$ cat src/rtl/fft_stage_sequencer_if.sv
// Control/address bundle between the FFT stage sequencer (master) and its
// butterfly datapath plus host (slave).
interface fft_stage_sequencer_if #(
  parameter int FFT_N = 10
);
  localparam int SW = $clog2(FFT_N);

  logic             start;
  logic             busy;
  logic             done;
  logic [SW-1:0]    stage;
  logic             bfly_iact;
  logic [1:0]       bfly_ictrl;
  logic [FFT_N-1:0] addr_a;
  logic [FFT_N-1:0] addr_b;
  logic [FFT_N-2:0] twiddle_addr;
  logic             bfly_oact;

  modport master (
    input  start, bfly_oact,
    output busy, done, stage, bfly_iact, bfly_ictrl, addr_a, addr_b, twiddle_addr
  );

  modport slave (
    output start, bfly_oact,
    input  busy, done, stage, bfly_iact, bfly_ictrl, addr_a, addr_b, twiddle_addr
  );
endinterface

$ cat src/rtl/fft_stage_sequencer.sv
// In-place radix-2 DIF FFT stage sequencer: issues N/2 butterflies per stage and waits for writeback.
// Optional macro FFT_SEQ_CYCLE_COUNT_EN adds a 32-bit busy-cycle counter output.
module fft_stage_sequencer #(
  parameter int FFT_N        = 10,
  parameter int BFLY_LATENCY = 6
) (
  input  logic clk,
  input  logic reset,
  fft_stage_sequencer_if.master bus
`ifdef FFT_SEQ_CYCLE_COUNT_EN
  ,
  output logic [31:0] cycle_count
`endif
);

  localparam int               SW         = $clog2(FFT_N);
  localparam int               KW         = FFT_N - 1;
  localparam logic [FFT_N-1:0] HALF       = FFT_N'(1 << (FFT_N - 1));
  localparam logic [KW-1:0]    K_LAST     = '1;
  localparam logic [SW-1:0]    LAST_STAGE = SW'(FFT_N - 1);
  localparam logic [FFT_N-1:0] ONE_A      = FFT_N'(1);

  // Completion is tracked by counting writebacks, so the latency value only documents the datapath.
  if (BFLY_LATENCY < 0) begin : g_negative_latency
  end

  typedef enum logic [1:0] {IDLE, ISSUE, DRAIN, DONE} state_t;

  state_t           state_q, state_d;
  logic [SW-1:0]    stage_q, stage_d;
  logic [KW-1:0]    k_q, k_d;
  logic [FFT_N-1:0] cnt_q, cnt_d, cnt_inc;
  logic             busy_q, busy_d;
  logic             done_q, done_d;
  logic             iact_q, iact_d;
  logic [1:0]       ictrl_q, ictrl_d;
  logic [FFT_N-1:0] addr_a_q, addr_a_d;
  logic [FFT_N-1:0] addr_b_q, addr_b_d;
  logic [KW-1:0]    tw_q, tw_d;
  logic [FFT_N-1:0] low_mask;

  always_ff @(posedge clk) begin
    if (reset) begin
      state_q  <= IDLE;
      stage_q  <= '0;
      k_q      <= '0;
      cnt_q    <= '0;
      busy_q   <= 1'b0;
      done_q   <= 1'b0;
      iact_q   <= 1'b0;
      ictrl_q  <= '0;
      addr_a_q <= '0;
      addr_b_q <= '0;
      tw_q     <= '0;
    end else begin
      state_q  <= state_d;
      stage_q  <= stage_d;
      k_q      <= k_d;
      cnt_q    <= cnt_d;
      busy_q   <= busy_d;
      done_q   <= done_d;
      iact_q   <= iact_d;
      ictrl_q  <= ictrl_d;
      addr_a_q <= addr_a_d;
      addr_b_q <= addr_b_d;
      tw_q     <= tw_d;
    end
  end

  // Outputs are computed from the next-cycle butterfly index so they leave the flops aligned with bfly_iact.
  always_comb begin
    state_d  = state_q;
    stage_d  = stage_q;
    k_d      = k_q;
    busy_d   = busy_q;
    done_d   = 1'b0;
    iact_d   = 1'b0;
    cnt_d    = cnt_q;
    cnt_inc  = (bus.bfly_oact && (cnt_q != HALF)) ? cnt_q + ONE_A : cnt_q;
    addr_a_d = '0;
    addr_b_d = '0;
    tw_d     = '0;
    ictrl_d  = '0;

    case (state_q)
      IDLE: begin
        if (bus.start) begin
          state_d = ISSUE;
          stage_d = '0;
          k_d     = '0;
          cnt_d   = '0;
          busy_d  = 1'b1;
          iact_d  = 1'b1;
        end
      end
      ISSUE: begin
        cnt_d = cnt_inc;
        if (k_q == K_LAST) begin
          state_d = DRAIN;
        end else begin
          k_d    = k_q + KW'(1);
          iact_d = 1'b1;
        end
      end
      DRAIN: begin
        cnt_d = cnt_inc;
        if (cnt_inc == HALF) begin
          if (stage_q == LAST_STAGE) begin
            state_d = DONE;
            busy_d  = 1'b0;
            done_d  = 1'b1;
          end else begin
            state_d = ISSUE;
            stage_d = stage_q + SW'(1);
            k_d     = '0;
            cnt_d   = '0;
            iact_d  = 1'b1;
          end
        end
      end
      DONE: begin
        state_d = IDLE;
        busy_d  = 1'b0;
      end
      default: state_d = IDLE;
    endcase

    // low_mask has FFT_N-1-stage ones: the bits of k below the inserted zero, and span-1.
    low_mask = {FFT_N{1'b1}} >> (int'(stage_d) + 1);
    if (iact_d) begin
      addr_a_d = (({1'b0, k_d} & ~low_mask) << 1) | ({1'b0, k_d} & low_mask);
      addr_b_d = addr_a_d + low_mask + ONE_A;
      tw_d     = (k_d & low_mask[KW-1:0]) << stage_d;
      ictrl_d  = {k_d == K_LAST, k_d == '0};
    end
  end

`ifdef FFT_SEQ_CYCLE_COUNT_EN
  always_ff @(posedge clk) begin
    if (reset) begin
      cycle_count <= '0;
    end else if ((state_q == IDLE) && bus.start) begin
      cycle_count <= '0;
    end else if (busy_q) begin
      cycle_count <= cycle_count + 32'd1;
    end
  end
`endif

  assign bus.busy         = busy_q;
  assign bus.done         = done_q;
  assign bus.stage        = stage_q;
  assign bus.bfly_iact    = iact_q;
  assign bus.bfly_ictrl   = ictrl_q;
  assign bus.addr_a       = addr_a_q;
  assign bus.addr_b       = addr_b_q;
  assign bus.twiddle_addr = tw_q;

endmodule

$ cat src/flat_wrapper.sv
// flat-port wrapper written by rule: the top's interface ports become plain ports
module fft_stage_sequencer_flat 
#(
  parameter int FFT_N        = 10,
  parameter int BFLY_LATENCY = 6
)
  (clk, reset, bus_start, bus_bfly_oact, bus_busy, bus_done, bus_stage, bus_bfly_iact, bus_bfly_ictrl, bus_addr_a, bus_addr_b, bus_twiddle_addr);
  fft_stage_sequencer_if #(.FFT_N(FFT_N)) bus_i ();
  input  logic clk;
  input  logic reset;
  input wire logic [$bits(bus_i.start)-1:0] bus_start;
  input wire logic [$bits(bus_i.bfly_oact)-1:0] bus_bfly_oact;
  output wire logic [$bits(bus_i.busy)-1:0] bus_busy;
  output wire logic [$bits(bus_i.done)-1:0] bus_done;
  output wire logic [$bits(bus_i.stage)-1:0] bus_stage;
  output wire logic [$bits(bus_i.bfly_iact)-1:0] bus_bfly_iact;
  output wire logic [$bits(bus_i.bfly_ictrl)-1:0] bus_bfly_ictrl;
  output wire logic [$bits(bus_i.addr_a)-1:0] bus_addr_a;
  output wire logic [$bits(bus_i.addr_b)-1:0] bus_addr_b;
  output wire logic [$bits(bus_i.twiddle_addr)-1:0] bus_twiddle_addr;
  assign bus_i.start = bus_start;
  assign bus_i.bfly_oact = bus_bfly_oact;
  assign bus_busy = bus_i.busy;
  assign bus_done = bus_i.done;
  assign bus_stage = bus_i.stage;
  assign bus_bfly_iact = bus_i.bfly_iact;
  assign bus_bfly_ictrl = bus_i.bfly_ictrl;
  assign bus_addr_a = bus_i.addr_a;
  assign bus_addr_b = bus_i.addr_b;
  assign bus_twiddle_addr = bus_i.twiddle_addr;
  fft_stage_sequencer #(.FFT_N(FFT_N), .BFLY_LATENCY(BFLY_LATENCY)) u_core (.clk(clk), .reset(reset), .bus(bus_i));
endmodule
$ cat config.mk
export PLATFORM = sky130hd
export DESIGN_NAME = fft_stage_sequencer_flat
export DESIGN_NICKNAME = d
export VERILOG_FILES = /design/src/rtl/fft_stage_sequencer_if.sv /design/src/rtl/fft_stage_sequencer.sv /design/src/flat_wrapper.sv
export SDC_FILE = /design/constraint.sdc
export NUM_CORES = 1
export LEC_CHECK = 0
export CAP_MARGIN = 20
export CORE_AREA = 2 2 100 78
export DETAILED_ROUTE_END_ITERATION = 12
export DIE_AREA = 0 0 102 80
export DONT_BUFFER_PORTS = 1
export PLACE_DENSITY = 0.64
export SYNTH_ARGS = -nofsm -noshare
export SYNTH_HDL_FRONTEND = slang
export SYNTH_SLANG_ARGS = --single-unit
$ cat constraint.sdc
create_clock -name clk -period 9 [get_ports clk]
set_input_delay 1.8 -clock clk [delete_from_list [all_inputs] [get_ports clk]]
set_output_delay 1.8 -clock clk [all_outputs]
set_load 0.005 [all_outputs]
# After elaboration in Yosys (flattened, before gate mapping)
# Index checks and enable logic that the tools add are counted.
# classes
mux	29
eq_ne	12
mul	0
n_reduce_logical	10
n_lt_le_gt_ge	0
n_addsub	6
shifts	2
bitwise	8
div_mod_pow	0
# op_table
operator	n
$mux 10	4
$mux 9	4
$pmux 10 s3	1
$pmux 9 s3	1
$add 10x1->10 const B	2
$and 9x9->9	2
$eq 9x9->1 const B	2
$mux 4	3
$add 10x10->10	1
$and 9x10->10	1
$eq 10x10->1 const B	1
$ne 10x10->1 const B	1
$or 10x10->10	1
$shr 10x5->10 const A	1
$add 9x1->9 const B	1
$logic_not 9->1	1
$not 9->9	1
$shl 9x4->9	1
$mux 1	8
$mux 2	4
$pmux 2 s4	1
$pmux 4 s2	1
$ne 2x1->1 const B	3
$pmux 1 s3	2
15 further kinds	19
# word_totals
mem_count	0
regBits	59
in_bits	4
latchBits	0
word_cells	78
ramBits	0
output_inout_bits	38
romBits	0

# Logic depth before layout (Yosys ltp)
# Gate-level depths: netlist of run 1.
# logic_depth
ltp_word	13
ltp_mapped	20
mapped_depth_nobuf	18

# Worst setup path after synthesis of run 1
# No wires, ideal clock.
# synth_timing
kind	input port to flip-flop
from	input port bus_bfly_oact
to	register u_core.addr_b_q[9], in the netlist u_core.bus.addr_b[9]
cell_stages	17
t_arrival_ns	5.676
setup_ns	0.073
slack_ns	3.251
path_cell_list	buf_2 nand3_1 or4_4 a221oi_4 nand4bb_4 buf_6 nor2_1 mux2_2 o31a_1 or2_2 nand2_1 ha_1 and2_1 o21ai_0 a31oi_1 a31oi_1 mux2i_1
# synth_via
elab_chain_len	12
# synth_rtl
element	line	text
start, declared	flat_wrapper.sv:12	input wire logic [$bits(bus_i.bfly_oact)-1:0] bus_bfly_oact;
$logic_and 1x1->1 *	fft_stage_sequencer.sv:79	cnt_inc = (bus.bfly_oact && (cnt_q != HALF)) ? cnt_q + ONE_A : cnt_q;
$mux 10 *	fft_stage_sequencer.sv:79	
$eq 10x10->1 *	fft_stage_sequencer.sv:107	if (cnt_inc == HALF) begin
$mux 4	fft_stage_sequencer.sv:107	
$pmux 4 s2	fft_stage_sequencer.sv:85	case (state_q)
$add 4x1->5	fft_stage_sequencer.sv:129	low_mask = {FFT_N{1'b1}} >> (int'(stage_d) + 1);
$shr 10x5->10	fft_stage_sequencer.sv:129	
$not 9->9	fft_stage_sequencer.sv:131	addr_a_d = (({1'b0, k_d} & ~low_mask) << 1) | ({1'b0, k_d} & low_mask);
$and 9x9->9	fft_stage_sequencer.sv:131	
$or 10x10->10	fft_stage_sequencer.sv:131	
$add 10x10->10	fft_stage_sequencer.sv:132	addr_b_d = addr_a_d + low_mask + ONE_A;
$add 10x1->10	fft_stage_sequencer.sv:132	
end signal, assigned	fft_stage_sequencer.sv:65	addr_b_q <= addr_b_d;
end, declared	fft_stage_sequencer.sv:38	logic [FFT_N-1:0] addr_b_q, addr_b_d;
# Every way passes the cells marked *; elsewhere a longest branch is shown, timed or not.
# A chain may end at the register's enable or synchronous reset.

# Worst setup path in the final report of run 1
# Same ends and word-level chain as after synthesis.

==> flow_summary.yaml, run 1 <==
floorplan:
  start_util_pct: 49.2
  die_w_um: 102
  die_h_um: 80
  core_um2: 7160
  row_count: 27
  pin_count: 42
  dieArea_um2: 8160
timing:
  setup_viol: 0
  totalNegativeSetupSlack_ps: 0
  skew_ps: 12.5
  holdWs_ps: 465
  post-route-period-util_pct: 62.4
  slew_headroom_pct: 38.6
  rsz0062_at_grt: "no"
  period_minus_slack_ps: 5620
  tightest_slew_ps: 921
  finalMaxSlewViolations: 0
  hold_violations: 0
  fmax_mhz: 178
clocking:
  cts_made_buffers: 9
  cts.htree.levels: 3
  cts_root_buf: "clkbuf_8"
  ctsHoldBuffers: 0
  cts_tree: "built"
  post-cts-setup-buffers: 0
  clock_sinks: 59
  cts_resized: 0
  cts.path.max_buffers: 2
  insertion_delay_ps: 350
  clk_pin_slew_ps: 70
job:
  max_cap_viol_count: 0
placed_design:
  place_area_um2: 3580
  place_hpwl_mm: 6.39
  io_buffers: 0
  gp_congestion: 0.888
  place_inst: 525
worst_setup_path:
  startpoint_type: "input port"
  path_max_fanout: 12
  slowest_delay_ps: 520
  r2r_end: "u_core.bus.addr_b[9]"
  crit_required_ps: 9270
  cp_common_cell: "a31oi_1"
  endpoint_kind: "register"
  critPathLaunch: "bus_bfly_oact"
  cp.arrival_ps: 5890
  rr_startpoint: "u_core.cnt_q[2]"
  reg2reg_slack_ps: 4060
  crit_chain: "nand3_1, or4_4, a221oi_4, nand4bb_4, nor2_1, mux2_2, o31a_1, or2_2, nand2_1, ha_1, and2_1, o21ai_0, a31oi_1, a31oi_1, mux2i_1"
  timing_worst_setup_path_type: "input port to register"
  rr_worst_depth: 15
  cp_slowest_cell: "or4_4"
synth:
  syn-instance-count: 441
  synth-xor-area-share_pct: 0.746
  synth_compound_area_share_pct: 22.7
  synth_top_cells_by_count: "dfxtp_1, nor2_1, nand2_1, a21oi_1, inv_1"
  synth-simple-area-share_pct: 27.3
  syn_nets: 462
  synth-async-reset-ratio_pct: 0
  synth_top_cell_area_share_pct: 33.5
  syn_area_per_cell_um2: 7.99
  ys_ff_latch: 59
  ys_seq_area_share_pct: 33.5
  synth_edf_count: 0
  synth-main-ff-cell: "dfxtp_1"
  syn_area_um2: 3520
  synth_top_family_by_area: "simple AND/OR/NAND/NOR gates"
  post-synth-top-count-cell: "dfxtp_1"
  yosysWarnings: 0
  netlist_top_cells_area: "dfxtp_1, nor2_1, ha_1"
  synth_top_cell_by_area: "dfxtp_1"
  synthAdderAreaFrac_pct: 6.04
  yosysUniqueCellTypes: 66
  synth.mux.area_fraction_pct: 4.51
detailed_routing:
  ant_nets: 0
  drt-pass1-iter-count: 5
  vias_per_cell: 6.05
  vias: 3274
  drc: 0
  drt-wirelength-per-cell_um: 16.4
  routed_wl_mm: 8.88
  drt_first_iter_violations: 238
worst_hold_path:
  holdCritPathClass: "register to register"
  hp-start: "u_core.cnt_q[9]"
  holdPathEnd: "u_core.cnt_q[9]"
  min_delay_path_depth: 2
run_status:
  status: "finished, final reports clean"
global_routing:
  antenna_found_initial: 0
  grt_pass1_wl_mm: 14.4
  grt_usage_pct: 22.8
  overflow: 0
  first_global_vias: 2933
  grt_max_degree: 29
power_and_ir_drop:
  power_uw: 769
  leakage_uw: 0.00145
  vdd_ir_drop_max_mv: 0.0958
  cellPowerDensity_nw_per_um2: 202
finish:
  syn2layout_area_growth_pct: 8.03
  finalInstanceArea_um2: 3810
  final_nets: 456
  layoutNonFillerInstCount: 541
  num_antenna_cells: 0
  drive_gt1_share_pct: 10.0
[cells by family (layout without fill, tap and decap cells)]
kind of cell             Yosys count  after routing
multiplexers                      15             15
XOR/XNOR                           3              3
AND/OR/NAND/NOR                  190            190
adder cells (fa/ha/maj)           17             17
flip-flops                        59             59
buffers and inverters             45             44
AO/OA/AOI/OAI                    112            112
[flip-flops by register name, summed over array words and instances (netlist names), 2 cells and up]
register,flops
u_core.bus.addr_a,10
u_core.bus.addr_b,10
u_core.bus.bfly_ictrl,2
u_core.bus.stage,4
u_core.bus.twiddle_addr,9
u_core.cnt_q,10
u_core.k_q,9
u_core.state_q,2
[worst max-delay path: cells and delay by family]
family | cells | cell delay, ps
simple gates | 7 | 1690
compound gates | 5 | 1500
mux | 2 | 650
fa+ha+maj | 1 | 240
[report_power, final]
group | leakage [µW] | internal [µW] | total (µW) | switching (µW)
logic | 0.000860 | 59.9 | 199 | 139
registers | 0.000477 | 279 | 294 | 14.9
clock network | 0.000108 | 163 | 276 | 113
total | 0.00145 | 502 | 769 | 267
[cell type report]
class,count,area [µm²]
Multi-Input combinational cell,337,2160
Clock inverter,6,88.8
Tap cell,101,126
Clock buffer,10,138
Sequential cell,59,1180
Timing Repair Buffer,2,15.0
Inverter,26,97.6
Fill cell,704,3360
[cells in the final DEF (no fill, tap or decap), drive strengths merged, types with 5 or more instances in the layout]
cell type | Yosys | layout
a21oi | 31 | 31
nor3 | 23 | 23
nand2 | 34 | 34
dfxtp | 59 | 59
nand3 | 23 | 23
nand2b | 7 | 7
mux2 | 7 | 7
clkbuf | 13 | 10
and2 | 7 | 7
o21ai | 23 | 23
inv | 25 | 25
a31oi | 10 | 10
nand4 | 10 | 10
nor2 | 57 | 57
or2 | 5 | 5
ha | 17 | 17
mux2i | 8 | 8
[worst max-delay path by stage]
| stage | end | cells after the start |
|---|---|---|
| floorplan | u_core.bus.addr_b[9] | 17 |
| finish | u_core.bus.addr_b[9] | 15 |
| detailed placement | u_core.bus.addr_b[9] | 15 |
| global route | u_core.bus.addr_b[9] | 15 |
| CTS | u_core.bus.addr_b[9] | 15 |
| global placement | u_core.bus.addr_b[9] | 15 |
[layer usage]
layer / wire (µm) / GRT usage, % / part of all wire [%]
met1: 4300 / 33.8 / 48
met2: 3760 / 31.8 / 42
met3: 729 / 6.65 / 8.2
met4: 82 / 6.00 / 0.92
met5: 0 / 0 / 0
[stage by stage]
step	worst slack, ps	util (%)
6_report	3380	53.1
5_1_grt	3110	53.1
4_1_cts	3420	53.1
3_5_place_dp	3070	50.0
3_3_place_gp	3190	50.0
2_1_floorplan	3250	-
Power figures use the tool's default switching activity.
==> run 2, diff against run 1 <==
==> constraint.sdc (replaced) <==
create_clock -name clk -period 5.85 [get_ports clk]
set_input_delay 1.17 -clock clk [delete_from_list [all_inputs] [get_ports clk]]
set_output_delay 1.17 -clock clk [all_outputs]
set_load 0.005 [all_outputs]
==> flow_summary.yaml, run 2 (synthesis results as in run 1) <==
placed_design:
  gp_congestion: 0.878
  place_hpwl_mm: 6.44
  io_buffers: 0
  place_inst: 528
worst_setup_path:
  path_max_fanout: 12
  cp.arrival_ps: 5280
  crit_required_ps: 6120
  startpoint_type: "input port"
  timing_worst_setup_path_type: "input port to register"
  endpoint_kind: "register"
global_routing:
  busiest_layer: "met1"
  globalRouteMet3Util_pct: 6.92
  use_met1_pct: 33.6
  grt_usage_pct: 22.8
  first_global_vias: 2893
  antenna_found_initial: 0
  grtUsageMet2_pct: 32.0
  grt_pass1_wl_mm: 14.5
  grt_max_degree: 29
  overflow: 0
timing:
  hold_violations: 0
  fmax_mhz: 200
  post-route-period-util_pct: 85.7
  totalNegativeSetupSlack_ps: 0
  skew_ps: 9.60
  tightest_slew_ps: 837
  rsz0062_at_grt: "no"
  slew_headroom_pct: 44.2
  holdWs_ps: 482
  setup_viol: 0
  finalMaxSlewViolations: 0
  period_minus_slack_ps: 5010
clocking:
  clk_pin_slew_ps: 60
  cts_made_buffers: 9
  insertion_delay_ps: 350
  cts_resized: 0
  cts.path.max_buffers: 2
  clock_sinks: 59
  cts.htree.levels: 3
  cts_root_buf: "clkbuf_8"
  ctsHoldBuffers: 0
  post-cts-setup-buffers: 0
  cts_tree: "built"
finish:
  num_antenna_cells: 0
  layoutNonFillerInstCount: 544
  final_nets: 459
  final_common_cell: "dfxtp_1"
  layout_common_cells: "dfxtp_1, nor2_1, nand2_1"
  syn2layout_area_growth_pct: 7.49
  drive_gt1_share_pct: 10.2
detailed_routing:
  vias_per_cell: 5.97
  ant_nets: 0
  vias: 3246
  drt-pass1-iter-count: 4
  drc: 0
  drt_first_iter_violations: 196
  drt-wirelength-per-cell_um: 16.2
  routed_wl_mm: 8.83
floorplan:
  core_um2: 7160
  start_util_pct: 49.2
  die_w_um: 102
  die_h_um: 80
  dieArea_um2: 8160
  row_count: 27
  pin_count: 42
power_and_ir_drop:
  pwr-share-comb_pct: 27.2
  p_seq_share_pct: 40.5
  power_frac_clock_pct: 32.4
  power_uw: 1120
  netSwitchingPower_uw: 401
  leakage_uw: 0.00145
  vdd_ir_drop_max_mv: 0.141
  cellPowerDensity_nw_per_um2: 295
  intPower_uw: 717
  p_sw_share_pct: 35.8
run_status:
  status: "finished, final reports clean"
worst_hold_path:
  holdCritPathClass: "register to register"
job:
  max_cap_viol_count: 0
[run 2: power by group through the flow]
stage	Combinational (µW)	Clock (µW)	Sequential [µW]
floorplan	230	0	454
detailed placement	299	0	461
global placement	299	0	460
CTS	299	368	452
global route	336	392	455
finish	303	362	452
[run 2: cell type report]
cell class / instances / area, µm²
fillers: 712 / 3370
multi-input cells: 337 / 2160
flip-flops and latches: 59 / 1180
clock buffers: 11 / 131
well taps: 101 / 126
inverters: 26 / 97.6
clock inverters: 5 / 53.8
repair buffers: 5 / 37.5
[run 2: critical path, cell delays in order]
cell and delay (ps):
nand3_1 100, or4_4 520, a221oi_4 330, nand4bb_4 280
nor2_1 250, mux2_2 450, o31a_1 360, or2_2 300
nand2_1 70, ha_1 240, and2_1 160, o21ai_0 400
a31oi_1 200, a31oi_1 250, mux2i_1 200
[run 2: worst paths after layout]
kind	from	slack, ps	cells after the start	end
setup / recovery	bus_bfly_oact	840	15	u_core.bus.addr_b[9]
hold reg to reg	u_core.cnt_q[9]	480	2	u_core.cnt_q[9]
setup reg to reg	u_core.cnt_q[0]	910	16	u_core.bus.addr_b[9]
hold / removal	u_core.cnt_q[9]	480	2	u_core.cnt_q[9]
[run 2: per-layer routing]
layer,vias up,wire (µm)
li1,1599,-
met1,1527,4460
met2,110,3710
met3,10,572
met4,0,94
met5,-,0
[run 2: per-stage QoR]
| stage | cell area [µm²] | utilization (%) | setup WS, ps |
|---|---|---|---|
| 6_report | 3790 | 52.9 | 839 |
| 5_1_grt | 3790 | 52.9 | 420 |
| 3_3_place_gp | 3600 | 50.3 | 635 |
| 4_1_cts | 3790 | 52.9 | 846 |
| 2_1_floorplan | 3520 | - | 731 |
| 3_5_place_dp | 3600 | 50.3 | 504 |
